===== src/rtl/if_fetch_pkg.sv =====
// Shared definitions for the instruction-fetch stage.
//   state_t            : fetch FSM state encoding (2 bits)
//   RESET_PC_DEFAULT   : default architectural PC after reset
//   ERR_BIT_MISALIGN   : bit position of the misalign flag in err_flags
//   ERR_BIT_BUS        : bit position of the bus-timeout flag in err_flags
package if_fetch_pkg;

   typedef enum logic [1:0] {
      IDLE  = 2'd0,
      FETCH = 2'd1,
      VALID = 2'd2,
      ERR   = 2'd3
   } state_t;

   localparam logic [31:0] RESET_PC_DEFAULT = 32'h0000_3000;

   localparam int ERR_BIT_MISALIGN = 0;
   localparam int ERR_BIT_BUS      = 1;

endpackage


===== src/rtl/if_fetch_timer.sv =====
// Fetch timeout timer: down-counter loaded with TIMEOUT_CYCLES-1.
// Counting down from the load value is the same as counting up from 0:
// expired is high once the equivalent up-count has reached
// TIMEOUT_CYCLES-1.
//   clk, rst  : clock, synchronous active-high reset (reloads counter)
//   clear     : reload counter (elapsed count back to 0)
//   enable    : count one elapsed cycle
//   expired   : elapsed count has reached TIMEOUT_CYCLES-1
module fetch_timer #(
   parameter int TIMEOUT_CYCLES = 16
) (
   input  logic clk,
   input  logic rst,
   input  logic clear,
   input  logic enable,
   output logic expired
);

   localparam logic [7:0] LOAD = 8'(TIMEOUT_CYCLES - 1);

   logic [7:0] cnt;

   always_ff @(posedge clk) begin
      if (rst || clear) begin
         cnt <= LOAD;
      end else if (enable && (cnt != 8'd0)) begin
         cnt <= cnt - 8'd1;
      end
   end

   assign expired = (cnt == 8'd0);

endmodule


===== src/rtl/if_fetch.sv =====
// Instruction-fetch stage holding the architectural PC.
//   clk, rst                 : clock, synchronous active-high reset
//   pc_o                     : current PC, to the NPC block
//   npc_i                    : next PC from the NPC block (sampled on accept)
//   imem_req/addr/ack/rdata  : instruction-memory handshake
//   inst_valid/ready         : handshake to decode; accept == retire
//   inst_o, inst_pc_o        : fetched instruction and its PC
//   retired_cnt              : accepted-instruction count (wraps)
//   misalign_err, bus_err    : sticky error flags, cleared only by rst
//
// state | meaning
// IDLE  | one cycle after reset, no request
// FETCH | imem_req high, waiting for ack or timeout
// VALID | instruction presented to decode, waiting for inst_ready
// ERR   | misaligned next-PC or bus timeout; frozen until rst
module if_fetch
   import if_fetch_pkg::*;
#(
   parameter logic [31:0] RESET_PC       = RESET_PC_DEFAULT,
   parameter int          TIMEOUT_CYCLES = 16
) (
   input  logic        clk,
   input  logic        rst,
   output logic [31:0] pc_o,
   input  logic [31:0] npc_i,
   output logic        imem_req,
   output logic [31:0] imem_addr,
   input  logic        imem_ack,
   input  logic [31:0] imem_rdata,
   output logic        inst_valid,
   input  logic        inst_ready,
   output logic [31:0] inst_o,
   output logic [31:0] inst_pc_o,
   output logic [31:0] retired_cnt,
   output logic        misalign_err,
   output logic        bus_err
);

   state_t      state, state_nxt;
   logic [1:0]  err_flags;
   logic        tmr_expired;
   logic        fetch_done;
   logic        accept;
   logic        npc_misaligned;

   assign fetch_done     = (state == FETCH) && imem_ack;
   assign accept         = (state == VALID) && inst_ready;
   assign npc_misaligned = (npc_i[1:0] != 2'b00);

   fetch_timer #(
      .TIMEOUT_CYCLES(TIMEOUT_CYCLES)
   ) u_timer (
      .clk     (clk),
      .rst     (rst),
      .clear   (fetch_done),
      .enable  ((state == FETCH) && !imem_ack),
      .expired (tmr_expired)
   );

   always_ff @(posedge clk) begin
      if (rst) begin
         state <= IDLE;
      end else begin
         state <= state_nxt;
      end
   end

   always_comb begin
      state_nxt = state;
      unique case (state)
         IDLE:  state_nxt = FETCH;
         FETCH: begin
            // ack beats a timeout landing in the same cycle
            if (imem_ack) begin
               state_nxt = VALID;
            end else if (tmr_expired) begin
               state_nxt = ERR;
            end
         end
         VALID: begin
            if (inst_ready) begin
               state_nxt = npc_misaligned ? ERR : FETCH;
            end
         end
         ERR:     state_nxt = ERR;
         default: state_nxt = IDLE;
      endcase
   end

   always_ff @(posedge clk) begin
      if (rst) begin
         pc_o        <= RESET_PC;
         inst_o      <= 32'd0;
         inst_pc_o   <= 32'd0;
         retired_cnt <= 32'd0;
         err_flags   <= 2'b00;
      end else begin
         if (fetch_done) begin
            inst_o    <= imem_rdata;
            inst_pc_o <= pc_o;
         end else if ((state == FETCH) && tmr_expired) begin
            err_flags[ERR_BIT_BUS] <= 1'b1;
         end
         if (accept) begin
            // a misaligned target is still loaded so it is visible in ERR
            pc_o        <= npc_i;
            retired_cnt <= retired_cnt + 32'd1;
            if (npc_misaligned) begin
               err_flags[ERR_BIT_MISALIGN] <= 1'b1;
            end
         end
      end
   end

   assign imem_req     = (state == FETCH);
   assign inst_valid   = (state == VALID);
   assign imem_addr    = pc_o;
   assign misalign_err = err_flags[ERR_BIT_MISALIGN];
   assign bus_err      = err_flags[ERR_BIT_BUS];

endmodule

===== config.mk =====
export PLATFORM = sky130hd
export DESIGN_NAME = if_fetch
export DESIGN_NICKNAME = d
export VERILOG_FILES = /design/src/rtl/if_fetch_pkg.sv /design/src/rtl/if_fetch_timer.sv /design/src/rtl/if_fetch.sv
export SDC_FILE = /design/constraint.sdc
export NUM_CORES = 1
export LEC_CHECK = 0
export CAP_MARGIN = 20
export CORE_MARGIN = 3
export CORE_UTILIZATION = 46
export DETAILED_ROUTE_END_ITERATION = 10
export PLACE_DENSITY = 0.82
export SLEW_MARGIN = 20
export SYNTH_ARGS = -nofsm -noshare
export SYNTH_HDL_FRONTEND = slang
export SYNTH_SLANG_ARGS = --single-unit

===== constraint.sdc =====
create_clock -name clk -period 4.86 [get_ports clk]
set_input_delay 0.972 -clock clk [delete_from_list [all_inputs] [get_ports clk]]
set_output_delay 0.972 -clock clk [all_outputs]
set_load 0.005 [all_outputs]

Word level (Yosys, flattened, before mapping)
Index checks and enable logic that the tools add are counted.
{ "word_totals": {"word_cells": 35, "output_inout_bits": 164, "inputBits": 68, "regBits": 140} }
{ "op_classes": {"bitwise_logic": 1, "addsub": 2, "eq_ne": 5, "reduce_logical": 14, "n_mux": 5} }
{ "op_table": {"columns": ["op", "n"], "rows": [
  ["$add 32x1->32 const B", 1],
  ["$logic_not 8->1", 1],
  ["$mux 2", 4],
  ["$pmux 2 s4", 1],
  ["$reduce_bool 8->1", 1],
  ["$sub 8x1->8 const B", 1],
  ["$reduce_and 2->1", 3],
  ["$logic_and 1x1->1", 5],
  ["$eq 2x2->1 const B", 2],
  ["$ne 3x1->1 const B", 1],
  ["$eq 2x1->1 const B", 1],
  ["$logic_not 2->1", 1],
  ["$ne 2x1->1 const B", 1],
  ["$reduce_bool 2->1", 1],
  ["$logic_not 1->1", 1],
  ["$logic_or 1x1->1", 1],
  ["$not 1->1", 1]
]} }

Depth between registers and ports, before layout
Gate-level depths: netlist of the first run.
{ "logic_depth": {"word_depth": 4, "depth_mapped": 7, "mapped_depth_nobuf": 6} }

Cells and area by module
From an unflattened synthesis of the first run, not the netlist that was laid out.
{ "hier_totals": {"cells_unflattened": 691, "hier_area_um2": 5636.7} }
{ "by_module_without_submodules": {"columns": ["mod", "seq_area_each_um2", "n_inst", "cells_per_inst", "area_each_um2"], "rows": [
  ["if_fetch", 2642.5, 1, 640, 5190.0],
  ["fetch_timer", 160.2, 1, 51, 446.7]
]} }

Least setup slack after synthesis of the first run
Ideal clock, no wire load.
{ "synth_timing": {"kind": "input -> register", "startpoint": "input inst_ready", "endpoint": "register retired_cnt[20]", "required_ns": 4.790, "t_arrival_ns": 2.371, "path_stages": 5, "n_path_buf": 1, "setup_time_ns": 0.070, "slack_ns": 2.419, "cell_sequence": "nand4b_4 > or4_1 > buf_2 > or4_1 > a21oi_1"} }
{ "synth_between": {"elab_chain_cells": 1} }
{ "synth_rtl": {"columns": ["element", "line_no", "rtl"], "rows": [
  ["from (decl)", "if_fetch.sv:31", "input logic inst_ready,"],
  ["$logic_and 1x1->1", "if_fetch.sv:47", "assign accept = (state == VALID) && inst_ready;"],
  ["to (signal assigned)", "if_fetch.sv:107", "retired_cnt <= retired_cnt + 32'd1;"],
  ["to (decl)", "if_fetch.sv:34", "output logic [31:0] retired_cnt,"]
]} }
No other way between the ends.
A chain may end at the register's enable or synchronous reset.

Final worst setup path of the first run
{ "layout_timing": {"startpoint": "input inst_ready", "endpoint": "register retired_cnt[31]"} }
Same word-level chain as after synthesis.

==> metrics.cfg, run 1 <==
[placement]
dpl_worst_slack_ns=1.47
io_buffer_count=231
dpl.hpwl_um=11300
finalWeightedCongestion=0.806

[critical_path]
cpMaxStageDelayCell=or4_1
criticalPathCategory=input port to flop
crit_required_ns=5.19
startpoint_type=input port
cp_cell_sequence=clkdlybuf4s50_1, nand4b_4, or4_1, or4_1, a21oi_1
crit_arrival_ns=3.32
cp-end-kind=flop
crit_path_max_incr_delay_ns=0.87
crit_fanout=20
cp_common_cell=or4_1

[sta]
maxSlewViolCount=0
tightest_slew_ns=0.974
timing.final.crit_share=0.615
setup_viol=0
rsz0062_at_grt=false
fmax_mhz=335
slew_headroom=0.351
fin_crit_ns=2.99
fin_ws_ns=1.87
hold_viol=0
finalClockSkew_ns=0.00788
tns_ns=0

[yosys]
yosys-top-cells-area=dfxtp_1 (50%), nand2_1 (14%), a21oi_1 (11%)
synthMostInstantiatedCell=nand2_1
synth-seq-area-share=0.502
synth_nets=766
avgSynthCellArea_um2=8.03
syn_inst=695
async_flop_share=0
yosys.area.top_type=dfxtp_1
synth_ff_type=dfxtp_1
synth-edff-count=0
netlist.area_leader.share=0.502
ys_ff_latch=140
ys_warn_count=0
netlist_area_mm2=0.00558
yosys.cell_types.count=38
ys_top_cells_by_count=nand2_1 (211), dfxtp_1 (140), a21oi_1 (122), clkbuf_1 (38), buf_4 (32)

[final_layout]
seq_area_mm2=0.00280
areaGrowthSynthToFinish_pct=49.1
nFillCells=874
drive_above_1_share=0.0451
fin_nets=945
n_antenna_cell=0
multi_input_area_mm2=0.00234

[run]
max_cap_viol_count=0

[global_route]
grt_max_degree=98
grt_pass1_vias=5259
grt-ovfl-total=0
antenna_found_initial=0
grt_pass1_wl_um=25300
grt_usage=0.237

[clock_tree]
clk_latency_ns=0.42
root_buffer=clkbuf_16
htree_num_levels=4
hold_buffers=0
clock_path_buffers=2
cts.sinks=140
clkTransAtPathRegs_ns=0.06
cts_setup_buffers=0
cts_tree=yes
ctsResizeCount=0
cts_buffers=17

[pwr]
peakVddDrop_v=0.000300
p_leak_nw=2.81
p_per_area_mw_per_mm2=332

[floorplan]
die-area_mm2=0.0135
die_w_um=116
coreArea_mm2=0.0116
start_util=0.480
rows=39
io_pins=232
die_h_um=116

[drt]
drt-vias-per-instance=5.37
drc=0
drtIter0Drc=335
drt_wl_total_um=16400
vias=5528
firstDrtPassIters=7
antenna_left=0
wire_per_inst_um=15.9

[run_status]
status=finished, final reports clean

[min_path]
min_path_type=flop to flop

## state kept, by name (all words and copies together), names as in the netlist
register / cells
err_flags: 2
retired_cnt: 32
inst_pc_o: 32
u_timer.cnt: 8
imem_addr: 32
inst_o: 32
state: 2
## cells by family (layout without fill, tap and decap cells)
kind of cell	count (synthesis)	in the layout	share of synthesized area
buffers and inverters	85	276	0.0789
xor gates and xnor gates	14	14	0.0220
DFF	140	140	0.502
adders and majority gates	3	3	0.00673
AOI/OAI and AO/OA	154	154	0.148
and+or+nand+nor	299	299	0.242
## critical path, delay by kind of cell
kind / cells / cell delay, ns
compound gates: 1 / 0.16
simple gates: 3 / 1.60
buf+inv: 1 / 0.58
## final cells by class
cell class	instances	area share
Sequential cell	140	0.337
Tap cell	143	0.0215
Multi-Input combinational cell	470	0.281
Clock inverter	6	0.0129
Timing Repair Buffer	236	0.282
Inverter	9	0.00406
Clock buffer	25	0.0608
## power breakdown
part	internal [mW]	total (mW)	switching [mW]
clock	0.871	1.32	0.453
combinational	0.131	0.236	0.105
sequential	1.18	1.20	0.0242
total	2.18	2.76	0.583
## worst paths after layout
path	slack (ns)	depth (start not counted)	from	end
min	0.45	2	inst_o[27]	inst_o[27]
max	1.87	5	inst_ready	retired_cnt[31]
min reg2reg	0.45	2	inst_o[27]	inst_o[27]
max reg2reg	2.39	4	retired_cnt[4]	retired_cnt[31]
## metrics by stage
step	instance area [um^2]	hold slack, ns	power [mW]	utilization	cells
after floorplan	5580	0.442	1.32	-	695
after global placement	7700	0.438	1.46	0.663	998
after detailed placement	7700	0.445	1.46	0.663	998
after CTS	8320	0.453	2.79	0.716	1029
after global routing	8320	0.471	2.85	0.716	1029
final	8320	0.451	2.76	0.716	1029
## metal layers
layer	share of wire	track usage	up-vias
li1	-	-	2669
met1	0.39	0.262	2581
met2	0.50	0.409	250
met3	0.093	0.0881	28
met4	0.019	0.104	0
met5	0	0	-
## layout by cell type, fill, tap and decap left out, types with 3 or more instances in the layout
cell type,synthesis,layout
dfxtp_1,140,140
and4_1,3,3
bufinv_16,0,3
o31ai_1,15,15
o211ai_1,3,3
nor3_1,4,4
ha_1,3,3
xor2_1,8,8
clkbuf_16,0,17
clkdlybuf4s50_1,0,230
o21ai_0,10,10
nand4_1,11,11
xnor2_1,6,6
nand2_1,211,210
inv_1,9,9
a21oi_1,122,122
clkbuf_8,0,5
buf_4,32,6
nor2_1,17,17
or4_1,18,18
or3_1,10,10
nand3_1,7,7
clkbuf_1,38,3
Note: power is estimated with default switching activity, not from simulation.
==> inputs of run 2 (changes only) <==
--- a/config.mk
+++ b/config.mk
@@ -7,9 +7,9 @@
 export LEC_CHECK = 0
 export CAP_MARGIN = 20
 export CORE_MARGIN = 3
-export CORE_UTILIZATION = 46
+export CORE_UTILIZATION = 43
 export DETAILED_ROUTE_END_ITERATION = 10
-export PLACE_DENSITY = 0.82
+export PLACE_DENSITY = 0.77
 export SLEW_MARGIN = 20
 export SYNTH_ARGS = -nofsm -noshare
 export SYNTH_HDL_FRONTEND = slang
==> constraint.sdc (replaced) <==
create_clock -name clk -period 2.75 [get_ports clk]
set_input_delay 0.55 -clock clk [delete_from_list [all_inputs] [get_ports clk]]
set_output_delay 0.55 -clock clk [all_outputs]
set_load 0.005 [all_outputs]
==> run 2 against run 1 <==
  * Clock skew fell by 0.0019 ns
  * Cell count increased by 3.3%
  * Clock power up 73%
  * Largest cell class unchanged
  * Sequential cell count unchanged
  * Worst setup slack lost 1.4 ns
  * Hold slack is essentially flat
==> metrics.cfg, run 2 (synthesized netlist as in run 1, its figures left out) <==
[pwr]
p_sw_frac=0.216
p_per_area_mw_per_mm2=573
power_frac_seq=0.439
internal_power_mw=3.79
clockPowerShare=0.471
p_sw_mw=1.05
pwr-share-comb=0.090
peakVddDrop_v=0.000385
p_leak_nw=2.87

[run]
max_cap_viol_count=0

[final_layout]
n_antenna_cell=0
fin_nets=954
nFillCells=1025
stdcell_area_mm2=0.00845
layout_commonest_cell=clkdlybuf4s50_1
drive_above_1_share=0.0570
areaGrowthSynthToFinish_pct=51.4
mostFrequentLayoutCells=clkdlybuf4s50_1 (230), nand2_1 (210), dfxtp_1 (140)

[drt]
drt-vias-per-instance=5.19
drc=0
wire_per_inst_um=15.5
antenna_left=0
vias=5514
drtIter0Drc=451
firstDrtPassIters=6
drt_wl_total_um=16500

[sta]
hold_viol=0
maxSlewViolCount=0
tns_ns=0
setup_viol=0
rsz0062_at_grt=false
finalClockSkew_ns=0.00598
tightest_slew_ns=0.524
slew_headroom=0.649
fmax_mhz=434
fin_crit_ns=2.30
timing.final.crit_share=0.838

[floorplan]
die-area_mm2=0.0144
die_w_um=120
die_h_um=120
coreArea_mm2=0.0124
io_pins=232
start_util=0.451
rows=40

[clock_tree]
cts_buffers=17
clock_path_buffers=2
cts_setup_buffers=0
root_buffer=clkbuf_16
htree_num_levels=4
hold_buffers=0
cts.sinks=140
clk_latency_ns=0.41
ctsResizeCount=0
clkTransAtPathRegs_ns=0.05
cts_tree=yes

[global_route]
grt-ovfl-total=0
antenna_found_initial=0
grt_pass1_wl_um=26300
grt_pass1_vias=5362
grt_max_degree=63
grt_usage=0.227

[critical_path]
rr_startpoint=retired_cnt[0]
cp-end-kind=flop
crit_arrival_ns=2.65
r2r_slack_ns=0.47
criticalPathCategory=input port to flop
crit_required_ns=3.09
rr_worst_depth=6
worstReg2RegEnd=retired_cnt[20]
startpoint_type=input port
crit_fanout=19

[min_path]
whs_endpoint=inst_pc_o[5]
hold_start=inst_pc_o[5]
whs_path_depth=2
min_path_type=flop to flop

[placement]
place_area_mm2=0.00785
io_buffer_count=231
finalWeightedCongestion=0.809
dpl.hpwl_um=11600

[run_status]
status=finished, final reports clean

-- run 2: cell count changes in the layout (fill, tap and decap cells not counted), sizes merged --
cell      before  now
buf            6   15
bufinv         3    2
clkinv         2    5
clkbuf        25   24
clkinvlp       1    0
-- run 2: how the worst max path moves through the flow --
stage                     slack [ns]         endpoint  depth (start not counted)      startpoint
after detailed placement        0.02  retired_cnt[22]                          6      inst_ready
after floorplan                 0.73  retired_cnt[20]                          5      inst_ready
final                           0.45  retired_cnt[20]                          6      inst_ready
after global routing            0.31  retired_cnt[20]                          5  retired_cnt[4]
after CTS                       0.45  retired_cnt[20]                          6      inst_ready
after global placement          0.06  retired_cnt[22]                          6      inst_ready
-- run 2: through the flow --
stage                     std cells  utilization  hold WS (ns)  worst slack [ns]  power [mW]
after floorplan                 695            -         0.442             0.731        2.33
after global placement         1032        0.635         0.436            0.0588        2.59
after detailed placement       1032        0.635         0.445            0.0193        2.60
after CTS                      1063        0.683         0.453             0.452        4.87
after global routing           1063        0.683         0.467             0.313        5.00
final                          1063        0.683         0.451             0.447        4.84
-- run 2: cell type report --
class                      instances  area [um^2]  share of cell area
sequential                       140         2800               0.332
timing repair buffer             245         2460               0.292
multi-input combinational        470         2340               0.277
clock buffer                      24          512              0.0606
tap                              168          210              0.0249
clock inverter                     7         85.1              0.0101
inverter                           9         33.8             0.00400
-- run 2: power by group through the flow --
stage | Sequential (mW) | Combinational, mW | Clock [mW]
after floorplan | 2.16 | 0.169 | 0
after global placement | 2.16 | 0.429 | 0
after detailed placement | 2.17 | 0.436 | 0
after CTS | 2.12 | 0.440 | 2.31
after global routing | 2.13 | 0.473 | 2.40
final | 2.12 | 0.436 | 2.28
-- run 2: layer usage --
| layer | vias up | share of wire | global-route usage |
|---|---|---|---|
| met3 | 24 | 0.088 | 0.0900 |
| met4 | 0 | 0.019 | 0.0895 |
| met2 | 222 | 0.49 | 0.387 |
| met5 | - | 0 | 0 |
| li1 | 2698 | - | - |
| met1 | 2570 | 0.40 | 0.254 |
-- run 2: worst max-delay path: stages --
cell and delay [ns]:
clkdlybuf4s50_1 0.55, nand4b_4 0.12, or4_1 0.58, buf_12 0.18, or4_1 0.50, a21oi_1 0.16
==> inputs of run 3 (changes only) <==
==> constraint.sdc (replaced) <==
create_clock -name clk -period 2.35 [get_ports clk]
set_input_delay 0.47 -clock clk [delete_from_list [all_inputs] [get_ports clk]]
set_output_delay 0.47 -clock clk [all_outputs]
set_load 0.005 [all_outputs]
==> run 3 against run 2 <==
  * Combinational power is 18% higher
  * Non-clock buffer count is 8 higher
  * First-iteration DRC count rose by 2.7%
  * Power up 17%
  * Die area did not move
  * Sequential power is 17% higher
  * Sequential share of layout area down 0.21 points
  * Wire length up 0.13%
  * Clock skew shrank 0.0013 ns
  * Hold slack got worse by 0.00052 ns
  * Via count down 0.40%
  * Critical endpoint is now inst_valid
==> metrics.cfg, run 3 (synthesized netlist as in run 1, its figures left out) <==
[pwr]
total_power_mw=5.64
p_per_area_mw_per_mm2=663
peakVddDrop_v=0.000516
p_leak_nw=2.90

[floorplan]
coreArea_mm2=0.0124
die_w_um=120
die_h_um=120
rows=40
die-area_mm2=0.0144
io_pins=232
start_util=0.451

[final_layout]
nFillCells=991
layout_commonest_cell=clkdlybuf4s50_1
final_cells=1072
fin_nets=962
drive_above_1_share=0.0642
n_antenna_cell=0
stdcell_area_mm2=0.00850
mostFrequentLayoutCells=clkdlybuf4s50_1 (230), nand2_1 (210), dfxtp_1 (140)
areaGrowthSynthToFinish_pct=52.4

[clock_tree]
cts_buffers=17
ctsResizeCount=0
clock_path_buffers=2
hold_buffers=0
cts_tree=yes
clkTransAtPathRegs_ns=0.06
cts.sinks=140
htree_num_levels=4
root_buffer=clkbuf_16
cts_setup_buffers=0
clk_latency_ns=0.41

[global_route]
grt_pass1_wl_um=26200
use_met3=0.107
grt-ovfl-total=0
grt_busiest_layer=met2
grt_usage=0.228
grt_util_met2=0.392
grtUsageMet1=0.250
grt_max_degree=61
grt_pass1_vias=5282
antenna_found_initial=0

[sta]
finalClockSkew_ns=0.00466
setup_viol=0
maxSlewViolCount=0
fin_crit_ns=2.21
hold_viol=0
fmax_mhz=453
timing.final.crit_share=0.939
rsz0062_at_grt=false
tightest_slew_ns=0.529
slew_headroom=0.646
tns_ns=0

[critical_path]
rr_startpoint=retired_cnt[18]
startpoint=state[1]
crit_arrival_ns=1.74
rr_worst_depth=4
cp-end-kind=primary output
startpoint_type=flop
crit_required_ns=1.88
crit_fanout=7
criticalPathCategory=flop to primary output

[min_path]
hold_start=inst_pc_o[10]
whs_path_depth=2
min_path_type=flop to flop

[drt]
drt-vias-per-instance=5.12
drc=0
drtIter0Drc=463
vias=5492
antenna_left=0
drt_wl_total_um=16500
firstDrtPassIters=4
wire_per_inst_um=15.4

[run_status]
status=finished, final reports clean

[placement]
place_area_mm2=0.00791
place_inst=1040
io_buffer_count=231
dpl.hpwl_um=11600
finalWeightedCongestion=0.828

[run]
max_cap_viol_count=0

-- run 3: changes by cell type in the layout (fill, tap and decap cells not counted) --
cell / before / now
clkbuf_8: 6 / 5
buf_4: 11 / 19
clkbuf_1: 1 / 3
-- run 3: final timing paths --
check	to	slack, ns
worst max-delay path	inst_valid	0.14
worst min-delay path	inst_pc_o[10]	0.45
worst max register to register	retired_cnt[27]	0.27
worst min register to register	inst_pc_o[10]	0.45
-- run 3: power breakdown --
| part | switching [mW] | internal (mW) |
|---|---|---|
| combinational | 0.225 | 0.291 |
| sequential | 0.0470 | 2.43 |
| clock | 0.945 | 1.69 |
| total | 1.22 | 4.42 |
-- run 3: area by class of cell --
cell class / count / area, um^2 / area share
multi-input cells: 470 / 2340 / 0.275
flip-flops and latches: 140 / 2800 / 0.330
repair buffers: 253 / 2520 / 0.297
inverters: 9 / 33.8 / 0.00397
clock inverters: 7 / 85.1 / 0.0100
well taps: 168 / 210 / 0.0247
clock buffers: 25 / 505 / 0.0595
-- run 3: stage by stage --
stage               hold slack [ns]  utilization  setup WS, ns
floorplan                     0.442            -         0.348
global placement              0.438        0.640        -0.218
detailed placement            0.446        0.640        -0.269
CTS                           0.453        0.688         0.114
global route                  0.465        0.688       0.00424
finish                        0.450        0.688         0.144
-- run 3: critical path, stage by stage, from the launching register on --
cell and delay, ns:
dfxtp_1 0.48, nor2b_1 0.28, clkdlybuf4s50_1 0.57
-- run 3: layer usage --
metal  up-vias  routed length, um
met5         -                  0
met4         0                195
met3        18               1430
met2       193               8180
met1      2573               6680
li1       2708                  -
